===== config.mk =====
export PLATFORM = sky130hd
export DESIGN_NAME = batch_issuer
export DESIGN_NICKNAME = d
export VERILOG_FILES = /design/src/rtl/batch_issuer_pkg.sv /design/src/rtl/batch_issuer_open_row_table.sv /design/src/rtl/batch_issuer.sv
export SDC_FILE = /design/constraint.sdc
export NUM_CORES = 1
export LEC_CHECK = 0
export ABC_AREA = 1
export CELL_PAD_IN_SITES_DETAIL_PLACEMENT = 1
export CELL_PAD_IN_SITES_GLOBAL_PLACEMENT = 2
export CORE_MARGIN = 8
export CORE_UTILIZATION = 27
export CTS_BUF_LIST = sky130_fd_sc_hd__clkbuf_8
export DETAILED_ROUTE_END_ITERATION = 16
export GPL_TIMING_DRIVEN = 0
export PLACE_DENSITY_LB_ADDON = 0.15
export SYNTH_ARGS = -nofsm -noshare
export SYNTH_HDL_FRONTEND = slang
export SYNTH_SLANG_ARGS = --single-unit

===== constraint.sdc =====
create_clock -name clk -period 5.63 [get_ports clk]
set_clock_uncertainty 0.15 [all_clocks]
set_input_delay 1.126 -clock clk [delete_from_list [all_inputs] [get_ports clk]]
set_output_delay 1.126 -clock clk [all_outputs]
set_load 0.01 [all_outputs]

===== src/rtl/batch_issuer_pkg.sv =====
// Shared scheduler widths, batch issuer state encodings and field bundle.
// Latency: none (types and constants only).
// Backpressure: not applicable.

`ifndef DRAM_SCHEDULER_TYPES_VH
`define DRAM_SCHEDULER_TYPES_VH
`define BANK_GROUP_WIDTH 2
`define BANK_WIDTH       2
`define ROW_WIDTH        16
`define COLUMN_WIDTH     10
`define MISS_TAG_WIDTH   (`BANK_GROUP_WIDTH + `BANK_WIDTH)
`define MAX_REQUESTS     16
`define REQUEST_ID_WIDTH 5
`endif

`ifndef BI_STATE_DEFINES
`define BI_STATE_DEFINES
`define BI_IDLE    3'd0
`define BI_READ    3'd1
`define BI_CAPTURE 3'd2
`define BI_ISSUE   3'd3
`define BI_CLEAR   3'd4
`define NUM_BANKS  (1 << `MISS_TAG_WIDTH)
`endif

package batch_issuer_pkg;

    typedef enum logic [2:0] {
        BI_ST_IDLE    = `BI_IDLE,
        BI_ST_READ    = `BI_READ,
        BI_ST_CAPTURE = `BI_CAPTURE,
        BI_ST_ISSUE   = `BI_ISSUE,
        BI_ST_CLEAR   = `BI_CLEAR
    } bi_state_t;

    // Address fields of one buffered request, carried as one bundle.
    typedef struct packed {
        logic [`BANK_GROUP_WIDTH-1:0] bank_group;
        logic [`BANK_WIDTH-1:0]       bank;
        logic [`ROW_WIDTH-1:0]        row;
        logic [`COLUMN_WIDTH-1:0]     column;
    } req_hdr_t;

endpackage


===== src/rtl/batch_issuer_open_row_table.sv =====
// Per-bank open-row table: one write port, one combinational hit lookup.
// Latency: writes visible the cycle after wr_en; lookup is combinational.
// Backpressure: none; clear_all then the write both apply on the same edge.

module open_row_table #(
    parameter int NUM_BANKS = `NUM_BANKS,
    parameter int TAG_W     = `MISS_TAG_WIDTH,
    parameter int ROW_W     = `ROW_WIDTH
) (
    input  logic             clk,
    input  logic             rst_n,
    input  logic             clear_all,
    input  logic             wr_en,
    input  logic [TAG_W-1:0] wr_tag,
    input  logic [ROW_W-1:0] wr_row,
    input  logic [TAG_W-1:0] lk_tag,
    input  logic [ROW_W-1:0] lk_row,
    output logic             lk_hit
);

    logic [NUM_BANKS-1:0] valid_q;
    logic [ROW_W-1:0]     row_q [NUM_BANKS];

    // Invalidate everything on clear_all, then let a same-cycle write reopen its bank.
    always_ff @(posedge clk or negedge rst_n) begin
        if (!rst_n) begin
            valid_q <= '0;
            for (int i = 0; i < NUM_BANKS; i++) begin
                row_q[i] <= '0;
            end
        end else begin
            if (clear_all) begin
                valid_q <= '0;
            end
            if (wr_en) begin
                valid_q[wr_tag] <= 1'b1;
                row_q[wr_tag]   <= wr_row;
            end
        end
    end

    assign lk_hit = valid_q[lk_tag] && (row_q[lk_tag] == lk_row);

endmodule


===== src/rtl/batch_issuer.sv =====
// Drains the request buffer in index order onto a valid/ready command port.
// Latency: 3 cycles per entry minimum (READ, CAPTURE, ISSUE); clear pulse after last handshake.
// Backpressure: cmd_* held stable in ISSUE until cmd_ready; buffer read index holds meanwhile.

module batch_issuer
    import batch_issuer_pkg::*;
#(
    parameter int MAX_REQUESTS = `MAX_REQUESTS,
    parameter int NUM_BANKS    = `NUM_BANKS
) (
    input  logic                          clk,
    input  logic                          rst_n,
    input  logic                          batch_go,
    input  logic                          precharge_all,
    input  logic [`REQUEST_ID_WIDTH-1:0]  num_requests,
    output logic                          batch_start,
    output logic                          batch_clear,
    output logic [`REQUEST_ID_WIDTH-1:0]  rd_addr,
    input  logic [`BANK_GROUP_WIDTH-1:0]  rd_bank_group,
    input  logic [`BANK_WIDTH-1:0]        rd_bank,
    input  logic [`ROW_WIDTH-1:0]         rd_row,
    input  logic [`COLUMN_WIDTH-1:0]      rd_column,
    input  logic [`MISS_TAG_WIDTH-1:0]    rd_miss_tag,
    output logic                          cmd_valid,
    input  logic                          cmd_ready,
    output logic [`BANK_GROUP_WIDTH-1:0]  cmd_bank_group,
    output logic [`BANK_WIDTH-1:0]        cmd_bank,
    output logic [`ROW_WIDTH-1:0]         cmd_row,
    output logic [`COLUMN_WIDTH-1:0]      cmd_column,
    output logic                          cmd_row_hit,
    output logic [`REQUEST_ID_WIDTH-1:0]  cmd_req_id,
    output logic                          busy,
    output logic                          batch_done
);

    localparam int IDW = `REQUEST_ID_WIDTH;
    localparam logic [IDW-1:0] ONE   = IDW'(1);
    localparam logic [IDW-1:0] MAX_Q = IDW'(MAX_REQUESTS);

    bi_state_t                  state_q;
    logic [IDW-1:0]             idx_q;
    logic [IDW-1:0]             last_q;
    logic [IDW-1:0]             rd_addr_q;
    logic                       batch_start_q;
    logic                       batch_clear_q;
    logic                       batch_done_q;
    logic                       cmd_valid_q;
    req_hdr_t                   cmd_q;
    logic [`MISS_TAG_WIDTH-1:0] cmd_tag_q;
    logic [IDW-1:0]             cmd_req_id_q;
    logic                       cmd_row_hit_q;

    logic                       hs;
    logic                       lk_hit;
    logic [IDW-1:0]             occupancy;

    assign hs        = (state_q == BI_ST_ISSUE) && cmd_valid_q && cmd_ready;
    // Occupancy beyond the buffer depth cannot be real; clamp so the walk stays in range.
    assign occupancy = (num_requests > MAX_Q) ? MAX_Q : num_requests;

    open_row_table #(
        .NUM_BANKS (NUM_BANKS),
        .TAG_W     (`MISS_TAG_WIDTH),
        .ROW_W     (`ROW_WIDTH)
    ) u_table (
        .clk       (clk),
        .rst_n     (rst_n),
        .clear_all (precharge_all),
        .wr_en     (hs),
        .wr_tag    (cmd_tag_q),
        .wr_row    (cmd_q.row),
        .lk_tag    (rd_miss_tag),
        .lk_row    (rd_row),
        .lk_hit    (lk_hit)
    );

    // Batch walk FSM; every output is a register updated on the transition that needs it.
    always_ff @(posedge clk or negedge rst_n) begin
        if (!rst_n) begin
            state_q       <= BI_ST_IDLE;
            idx_q         <= '0;
            last_q        <= '0;
            rd_addr_q     <= '0;
            batch_start_q <= 1'b0;
            batch_clear_q <= 1'b0;
            batch_done_q  <= 1'b0;
            cmd_valid_q   <= 1'b0;
            cmd_q         <= '0;
            cmd_tag_q     <= '0;
            cmd_req_id_q  <= '0;
            cmd_row_hit_q <= 1'b0;
        end else begin
            batch_clear_q <= 1'b0;
            batch_done_q  <= 1'b0;
            case (state_q)
                BI_ST_IDLE: begin
                    if (batch_go) begin
                        if (occupancy != '0) begin
                            last_q        <= occupancy - ONE;
                            idx_q         <= '0;
                            rd_addr_q     <= '0;
                            batch_start_q <= 1'b1;
                            state_q       <= BI_ST_READ;
                        end else begin
                            // Empty batch: still acknowledge with a clear pulse.
                            batch_clear_q <= 1'b1;
                            batch_done_q  <= 1'b1;
                            state_q       <= BI_ST_CLEAR;
                        end
                    end
                end
                BI_ST_READ: begin
                    state_q <= BI_ST_CAPTURE;
                end
                BI_ST_CAPTURE: begin
                    cmd_q.bank_group <= rd_bank_group;
                    cmd_q.bank       <= rd_bank;
                    cmd_q.row        <= rd_row;
                    cmd_q.column     <= rd_column;
                    cmd_tag_q        <= rd_miss_tag;
                    cmd_req_id_q     <= idx_q;
                    cmd_row_hit_q    <= lk_hit;
                    cmd_valid_q      <= 1'b1;
                    state_q          <= BI_ST_ISSUE;
                end
                BI_ST_ISSUE: begin
                    if (hs) begin
                        cmd_valid_q <= 1'b0;
                        if (idx_q == last_q) begin
                            batch_start_q <= 1'b0;
                            batch_clear_q <= 1'b1;
                            batch_done_q  <= 1'b1;
                            state_q       <= BI_ST_CLEAR;
                        end else begin
                            idx_q     <= idx_q + ONE;
                            rd_addr_q <= idx_q + ONE;
                            state_q   <= BI_ST_READ;
                        end
                    end
                end
                BI_ST_CLEAR: begin
                    state_q <= BI_ST_IDLE;
                end
                default: begin
                    state_q <= BI_ST_IDLE;
                end
            endcase
        end
    end

    assign busy           = (state_q != BI_ST_IDLE);
    assign batch_start    = batch_start_q;
    assign batch_clear    = batch_clear_q;
    assign batch_done     = batch_done_q;
    assign rd_addr        = rd_addr_q;
    assign cmd_valid      = cmd_valid_q;
    assign cmd_bank_group = cmd_q.bank_group;
    assign cmd_bank       = cmd_q.bank;
    assign cmd_row        = cmd_q.row;
    assign cmd_column     = cmd_q.column;
    assign cmd_row_hit    = cmd_row_hit_q;
    assign cmd_req_id     = cmd_req_id_q;

endmodule


# After elaboration in Yosys (flattened, before gate mapping)
# Index checks and enable logic that the tools add are counted.
# W data, S select, Z words.
[word_totals]
register_bits = 328
latch_bits = 0
ramBits = 0
rom_bits = 0
input_bits = 44
output_inout_bits = 46
elab_cells = 102
mem_count = 0
[op_classes]
addsub = 2
n_mul = 0
div_mod_pow = 0
n_lt_le_gt_ge = 7
n_eq_ne = 10
shifts = 0
muxes = 35
bitwise_logic = 3
reduce_logical = 15
[op_table]
columns = ["operator", "n"]
rows = [
  ["$bwmux W256", 1],
  ["$mux W16", 5],
  ["$bmux W16 S4", 1],
  ["$demux W16 S4", 1],
  ["$mux W5", 5],
  ["$eq A16 B16 Y1", 1],
  ["$or A16 B16 Y16", 1],
  ["$mux W3", 4],
  ["$pmux W3 S4", 1],
  ["$mux W1", 11],
  ["$ge A5 B5 Y1 const B", 2],
  ["$lt A4 B5 Y1 const B", 2],
  ["$not A4 Y5", 2],
  ["$pmux W5 S2", 1],
  ["$reduce_and A5 Y1", 2],
  ["$ne A2 B2 Y1 const B", 4],
  ["$eq A3 B2 Y1 const B", 2],
  ["$pmux W1 S2", 3],
  ["$add A5 B1 Y5 const B", 1],
  ["$eq A5 B5 Y1", 1],
  ["$gt A5 B5 Y1 const B", 1],
  ["$logic_and A1 B1 Y1", 5],
  ["$lt A5 B1 Y1 const B", 1],
  ["$reduce_bool A5 Y1", 1],
  ["other kinds (11)", 13],
]

# Logic depth before layout (Yosys ltp)
[logic_depth]
word_depth = 6
ltp_mapped = 17

# Modules after synthesis
# A second synthesis with hierarchy kept.
[hier_totals]
cells_unflattened = 2007
area_unflattened_um2 = 15461.1
[modules_own_cells]
columns = ["module", "instances", "cells_each", "area_each_um2"]
rows = [
  ["open_row_table", 1, 1702, 12907.4],
  ["batch_issuer", 1, 305, 2553.7],
]

# Worst setup path after synthesis
# OpenSTA, ideal clock, no wires.
[synth_path]
path_kind = "input -> register"
start = "input port num_requests[0]"
end = "register last_q[1]"
t_arrival_ps = 2387
path_slack_ps = 2967
path_stages = 11
path_buffers = 0
cell_sequence = "nor2_1 -> nand3_1 -> nand2_1 -> nand2_1 -> ha_1 -> nand4_1 -> nand2_1 -> nor2_1 -> inv_1 -> nand2_1 -> o21ai_0"
[synth_via]
elab_chain_cells = 4
elab_cells_between_ends = 5
classes_between = "add/sub (1); order compare (1); mux (1); reduce/logical (2)"
[synth_rtl]
columns = ["item", "line", "text"]
rows = [
  ["from (decl)", "batch_issuer.sv:15", "input logic [`REQUEST_ID_WIDTH-1:0] num_requests,"],
  ["$gt A5 B5 Y1", "batch_issuer.sv:59", "assign occupancy = (num_requests > MAX_Q) ? MAX_Q : num_requests;"],
  ["$mux W5 *", "batch_issuer.sv:59", ""],
  ["branches (longest 2 deep; another with $sub A5 B1 Y5)", "n/a", ""],
  ["to (signal assigned)", "batch_issuer.sv:99", "last_q <= occupancy - ONE;"],
  ["to (decl)", "batch_issuer.sv:42", "logic [IDW-1:0] last_q;"],
]
# Every way passes the cells marked *.
# A chain may end at the register's enable or synchronous reset.

# Final worst setup path
[layout_path]
start = "input port rd_miss_tag[0]"
end = "register cmd_row_hit_q, in the netlist cmd_row_hit"
[layout_via]
elab_chain_cells = 6
elab_cells_between_ends = 8
classes_between = "eq/ne (1); mux (5); bitwise (1); reduce/logical (1)"
[layout_rtl]
columns = ["item", "line", "text"]
rows = [
  ["from (decl)", "batch_issuer.sv:23", "input logic [`MISS_TAG_WIDTH-1:0] rd_miss_tag,"],
  ["$not A4 Y5 (not written as such)", "batch_issuer_open_row_table.sv:42", "assign lk_hit = valid_q[lk_tag] && (row_q[lk_tag] == lk_row);"],
  ["$bmux W16 S4", "batch_issuer_open_row_table.sv:42", ""],
  ["$mux W16 (not written as such) (2 in a row)", "batch_issuer_open_row_table.sv:42", ""],
  ["$eq A16 B16 Y1", "batch_issuer_open_row_table.sv:42", ""],
  ["$logic_and A1 B1 Y1 *", "batch_issuer_open_row_table.sv:42", ""],
  ["to (signal assigned)", "batch_issuer.sv:122", "cmd_row_hit_q <= lk_hit;"],
  ["to (decl)", "batch_issuer.sv:51", "logic cmd_row_hit_q;"],
]
# Mark *: on every way between the ends. The rest lies on a longest branch, timed or not. The select of a mux whose other input is x is not followed.

==> flow_results.xml <==
<?xml version="1.0" encoding="UTF-8"?>
<metrics>
  <group name="timing">
    <metric name="final_number_of_hold_violating_endpoints" unit="">0</metric>
    <metric name="worst-slew-pin-transition" unit="ns">1.29</metric>
    <metric name="setup_viol_count_final" unit="">0</metric>
    <metric name="fmaxAchievable" unit="MHz">287</metric>
    <metric name="finalCriticalPeriod" unit="ns">3.48</metric>
    <metric name="final.period_utilization" unit="">0.618</metric>
    <metric name="grt_setup_unrepaired" unit="">no</metric>
    <metric name="timing.max_slew.rel_slack" unit="">0.143</metric>
    <metric name="timing.final.max_slew_violations" unit="">0</metric>
  </group>
  <group name="pwr">
    <metric name="total_power" unit="W">0.00887</metric>
    <metric name="ratio_of_total_power_to_cell_area" unit="mW/mm^2">476</metric>
    <metric name="power_leakage" unit="nW">8.81</metric>
    <metric name="vdd_drop_max" unit="mV">0.251</metric>
  </group>
  <group name="route">
    <metric name="routed_vias_inst" unit="">4.83</metric>
    <metric name="dr.pass1.iters" unit="">4</metric>
    <metric name="antenna_left" unit="">0</metric>
    <metric name="drc" unit="">0</metric>
    <metric name="drt-total-wl" unit="um">67500</metric>
    <metric name="vias" unit="">14100</metric>
    <metric name="drt_first_iter_violations" unit="">865</metric>
    <metric name="drt-wirelength-per-cell" unit="um">23.1</metric>
  </group>
  <group name="status">
    <metric name="outcome" unit="">completed</metric>
  </group>
  <group name="synth">
    <metric name="synthesis.yosys.warnings" unit="">0</metric>
    <metric name="synth.top_cells.by_count" unit="">nand2_1, dfrtp_1, o21ai_1</metric>
    <metric name="synth_cell_type_count" unit="">31</metric>
    <metric name="post-synth-top-count-cell" unit="">nand2_1</metric>
    <metric name="synth_area_leader_cell" unit="">dfrtp_1</metric>
    <metric name="post-synth-top-area-fraction" unit="">0.531</metric>
    <metric name="yosys-top-cells-area" unit="">dfrtp_1, nand2_1, o21ai_1</metric>
    <metric name="cell_count_after_synthesis" unit="">1962</metric>
    <metric name="synthFlopType" unit="">dfrtp_1</metric>
    <metric name="ys_ff_latch" unit="">328</metric>
    <metric name="synth_fp_nets" unit="">2008</metric>
    <metric name="number_of_flops_mapped_to_enable_cells_by_yosys" unit="">0</metric>
    <metric name="synthArstFlopShare" unit="">1.00</metric>
    <metric name="seq_area_frac_synth" unit="">0.531</metric>
    <metric name="post_synthesis_mean_instance_area" unit="sq um">7.88</metric>
    <metric name="mappedNetlistArea" unit="sq mm">0.0155</metric>
  </group>
  <group name="finish">
    <metric name="finalNetCount" unit="">2164</metric>
    <metric name="design_area" unit="sq mm">0.0186</metric>
    <metric name="final_layout_size_suffix_gt1_frac" unit="">0.0892</metric>
    <metric name="final.fill_count" unit="">6745</metric>
    <metric name="n_antenna_cell" unit="">0</metric>
    <metric name="syn2layout_area_growth" unit="%">20.5</metric>
  </group>
  <group name="setup_path">
    <metric name="crit_buf_inv" unit="">2</metric>
    <metric name="setup.worst_path.start" unit="">rd_miss_tag[0]</metric>
    <metric name="critPathMaxStageDelay" unit="ns">0.90</metric>
    <metric name="timing.critical_path.fanout_max" unit="">10</metric>
    <metric name="rr_startpoint" unit="">state_q[2]</metric>
    <metric name="cpLargestDelayFamily" unit="">simple AND/OR/NAND/NOR gates</metric>
    <metric name="start_kind" unit="">primary input</metric>
    <metric name="timing.critical_path.slowest_stage_cell" unit="">clkbuf_1</metric>
    <metric name="timing_worst_setup_path_type" unit="">in -&gt; reg</metric>
    <metric name="cpMostUsedCell" unit="">nand2_1</metric>
    <metric name="critical_path.cell_chain" unit="">buf_4 -&gt; clkbuf_1 -&gt; nor2_1 -&gt; nor2_1 -&gt; o21ai_0 -&gt; nand3_1 -&gt; nand3_1 -&gt; nand2_1 -&gt; nand2_1 -&gt; nand2_1 -&gt; nand2_1 -&gt; nor2_1 -&gt; nand3_1 -&gt; nand2_1</metric>
    <metric name="worst_ep_required" unit="ns">6.04</metric>
    <metric name="arrival" unit="ns">3.89</metric>
    <metric name="timing.critical_path.to_type" unit="">flop</metric>
  </group>
  <group name="global_route">
    <metric name="grt_pass1_vias" unit="">14900</metric>
    <metric name="wire_length_of_the_first_global_routing_pass" unit="um">101000</metric>
    <metric name="antenna_found_initial" unit="">1</metric>
    <metric name="grtUsageTotal" unit="">0.206</metric>
    <metric name="leftover_overflow_at_the_end_of_global_routing" unit="">0</metric>
    <metric name="grt_start_max_net_pins" unit="">107</metric>
  </group>
  <group name="placed_design">
    <metric name="finalWeightedCongestion" unit="">0.798</metric>
    <metric name="dp_wirelength" unit="um">47400</metric>
    <metric name="port_buffers" unit="">85</metric>
    <metric name="dpl_cell_area" unit="sq mm">0.0173</metric>
  </group>
  <group name="cts">
    <metric name="clock_tree.htree_level_count" unit="">3</metric>
    <metric name="cts_root_buf" unit="">clkbuf_8</metric>
    <metric name="post_cts_resize_count" unit="">0</metric>
    <metric name="clockBufferDepth" unit="">3</metric>
    <metric name="cts-hold-fix-buffers" unit="">0</metric>
    <metric name="clkSlewWorstSetupHoldPaths" unit="ns">0.06</metric>
    <metric name="cts_tree" unit="">built</metric>
    <metric name="clkLatencyLatePin" unit="ns">0.65</metric>
    <metric name="post-cts-setup-buffers" unit="">0</metric>
    <metric name="clock_sinks" unit="">328</metric>
    <metric name="cts_buffers" unit="">66</metric>
  </group>
  <group name="flow_run">
    <metric name="drv.max_cap_violation_count" unit="">0</metric>
  </group>
  <group name="die">
    <metric name="fp.dieW" unit="um">255</metric>
    <metric name="fp.dieArea" unit="sq mm">0.0652</metric>
    <metric name="pin_count" unit="">90</metric>
    <metric name="row_count" unit="">87</metric>
    <metric name="core-area" unit="sq mm">0.0565</metric>
    <metric name="initial_cell_density_of_the_core" unit="">0.274</metric>
    <metric name="die_h" unit="um">255</metric>
  </group>
  <group name="worst_hold_path">
    <metric name="holdCritPathClass" unit="">in -&gt; async</metric>
  </group>
</metrics>
[stage by stage]
step	hold WS [ns]	setup TNS (ns)	cells	worst slack [ns]	utilization
final	0.191	0	2919	2.15	0.330
after global routing	0.141	0	2919	2.09	0.330
after CTS	0.134	0	2919	2.28	0.330
after detailed placement	0.308	0	2806	1.62	0.307
after global placement	0.305	-4120.72	2803	-12.62	0.306
after floorplan	0.298	0	1962	2.97	-
[layer usage]
metal  vias up  track usage  share of wire
li1       6597            -              -
met1      7106        0.276           0.47
met2       297        0.341           0.47
met3       111       0.0327          0.035
met4         0       0.0591          0.026
met5         -            0              0
[state kept, by name (all words and copies together) (netlist names), 4 cells and up]
register / count
rd_addr: 5
cmd_column: 10
u_table.row_q: 256
cmd_req_id: 5
cmd_tag_q: 4
cmd_row: 16
last_q: 5
u_table.valid_q: 16
[worst paths after layout]
| kind | cells past startpoint | end | slack, ns |
|---|---|---|---|
| setup / recovery | 14 | cmd_row_hit | 2.15 |
| hold / removal | 1 | cmd_bank[0] | 0.19 |
| setup reg to reg | 8 | cmd_row_hit | 3.12 |
| hold reg to reg | 2 | cmd_column[1] | 0.32 |
| max in group asynchronous | 4 | u_table.row_q[184] | 3.35 |
| min in group clk | 2 | cmd_column[1] | 0.32 |
[cell usage in the layout (no fill, tap or decap), types with 3 or more instances in the layout]
master,count
a21oi_1,6
buf_1,7
buf_16,3
buf_2,45
buf_4,13
buf_6,13
clkbuf_1,51
clkbuf_8,77
clkdlybuf4s50_1,84
clkinv_2,7
dfrtp_1,328
inv_1,179
inv_2,6
nand2_1,660
nand2_2,7
nand3_1,156
nand3_2,4
nand4_2,3
nor2_1,109
nor3_4,4
o211ai_1,17
o21ai_0,172
o21ai_1,181
or2_1,3
xor2_1,4
[final cells by class]
cell class / count / area (sq um) / share of cell area
clock inverter: 36 / 221 / 0.0119
inverter: 165 / 619 / 0.0332
tap: 756 / 946 / 0.0508
timing repair buffer: 88 / 938 / 0.0504
buffer: 129 / 687 / 0.0369
clock buffer: 77 / 1060 / 0.0569
sequential: 328 / 8210 / 0.441
multi-input combinational: 1340 / 5950 / 0.319
[cell families (layout without fill, tap and decap cells)]
group	count (synthesis)	count (layout)	share of synthesized area
AND/OR/NAND/NOR	956	956	0.256
AO/OA/AOI/OAI	378	378	0.125
flip-flops	328	328	0.531
buffers and inverters	294	495	0.0845
XOR/XNOR	4	4	0.00227
adder cells (fa/ha/maj)	2	2	0.00162
[report_power, final]
| part | internal [W] | leakage, nW | switching (W) | total [W] |
|---|---|---|---|---|
| Clock | 0.00134 | 0.742 | 0.00114 | 0.00247 |
| Combinational | 0.000973 | 3.72 | 0.00179 | 0.00276 |
| Sequential | 0.00318 | 4.35 | 0.000460 | 0.00364 |
(Power assumes the default switching activity.)
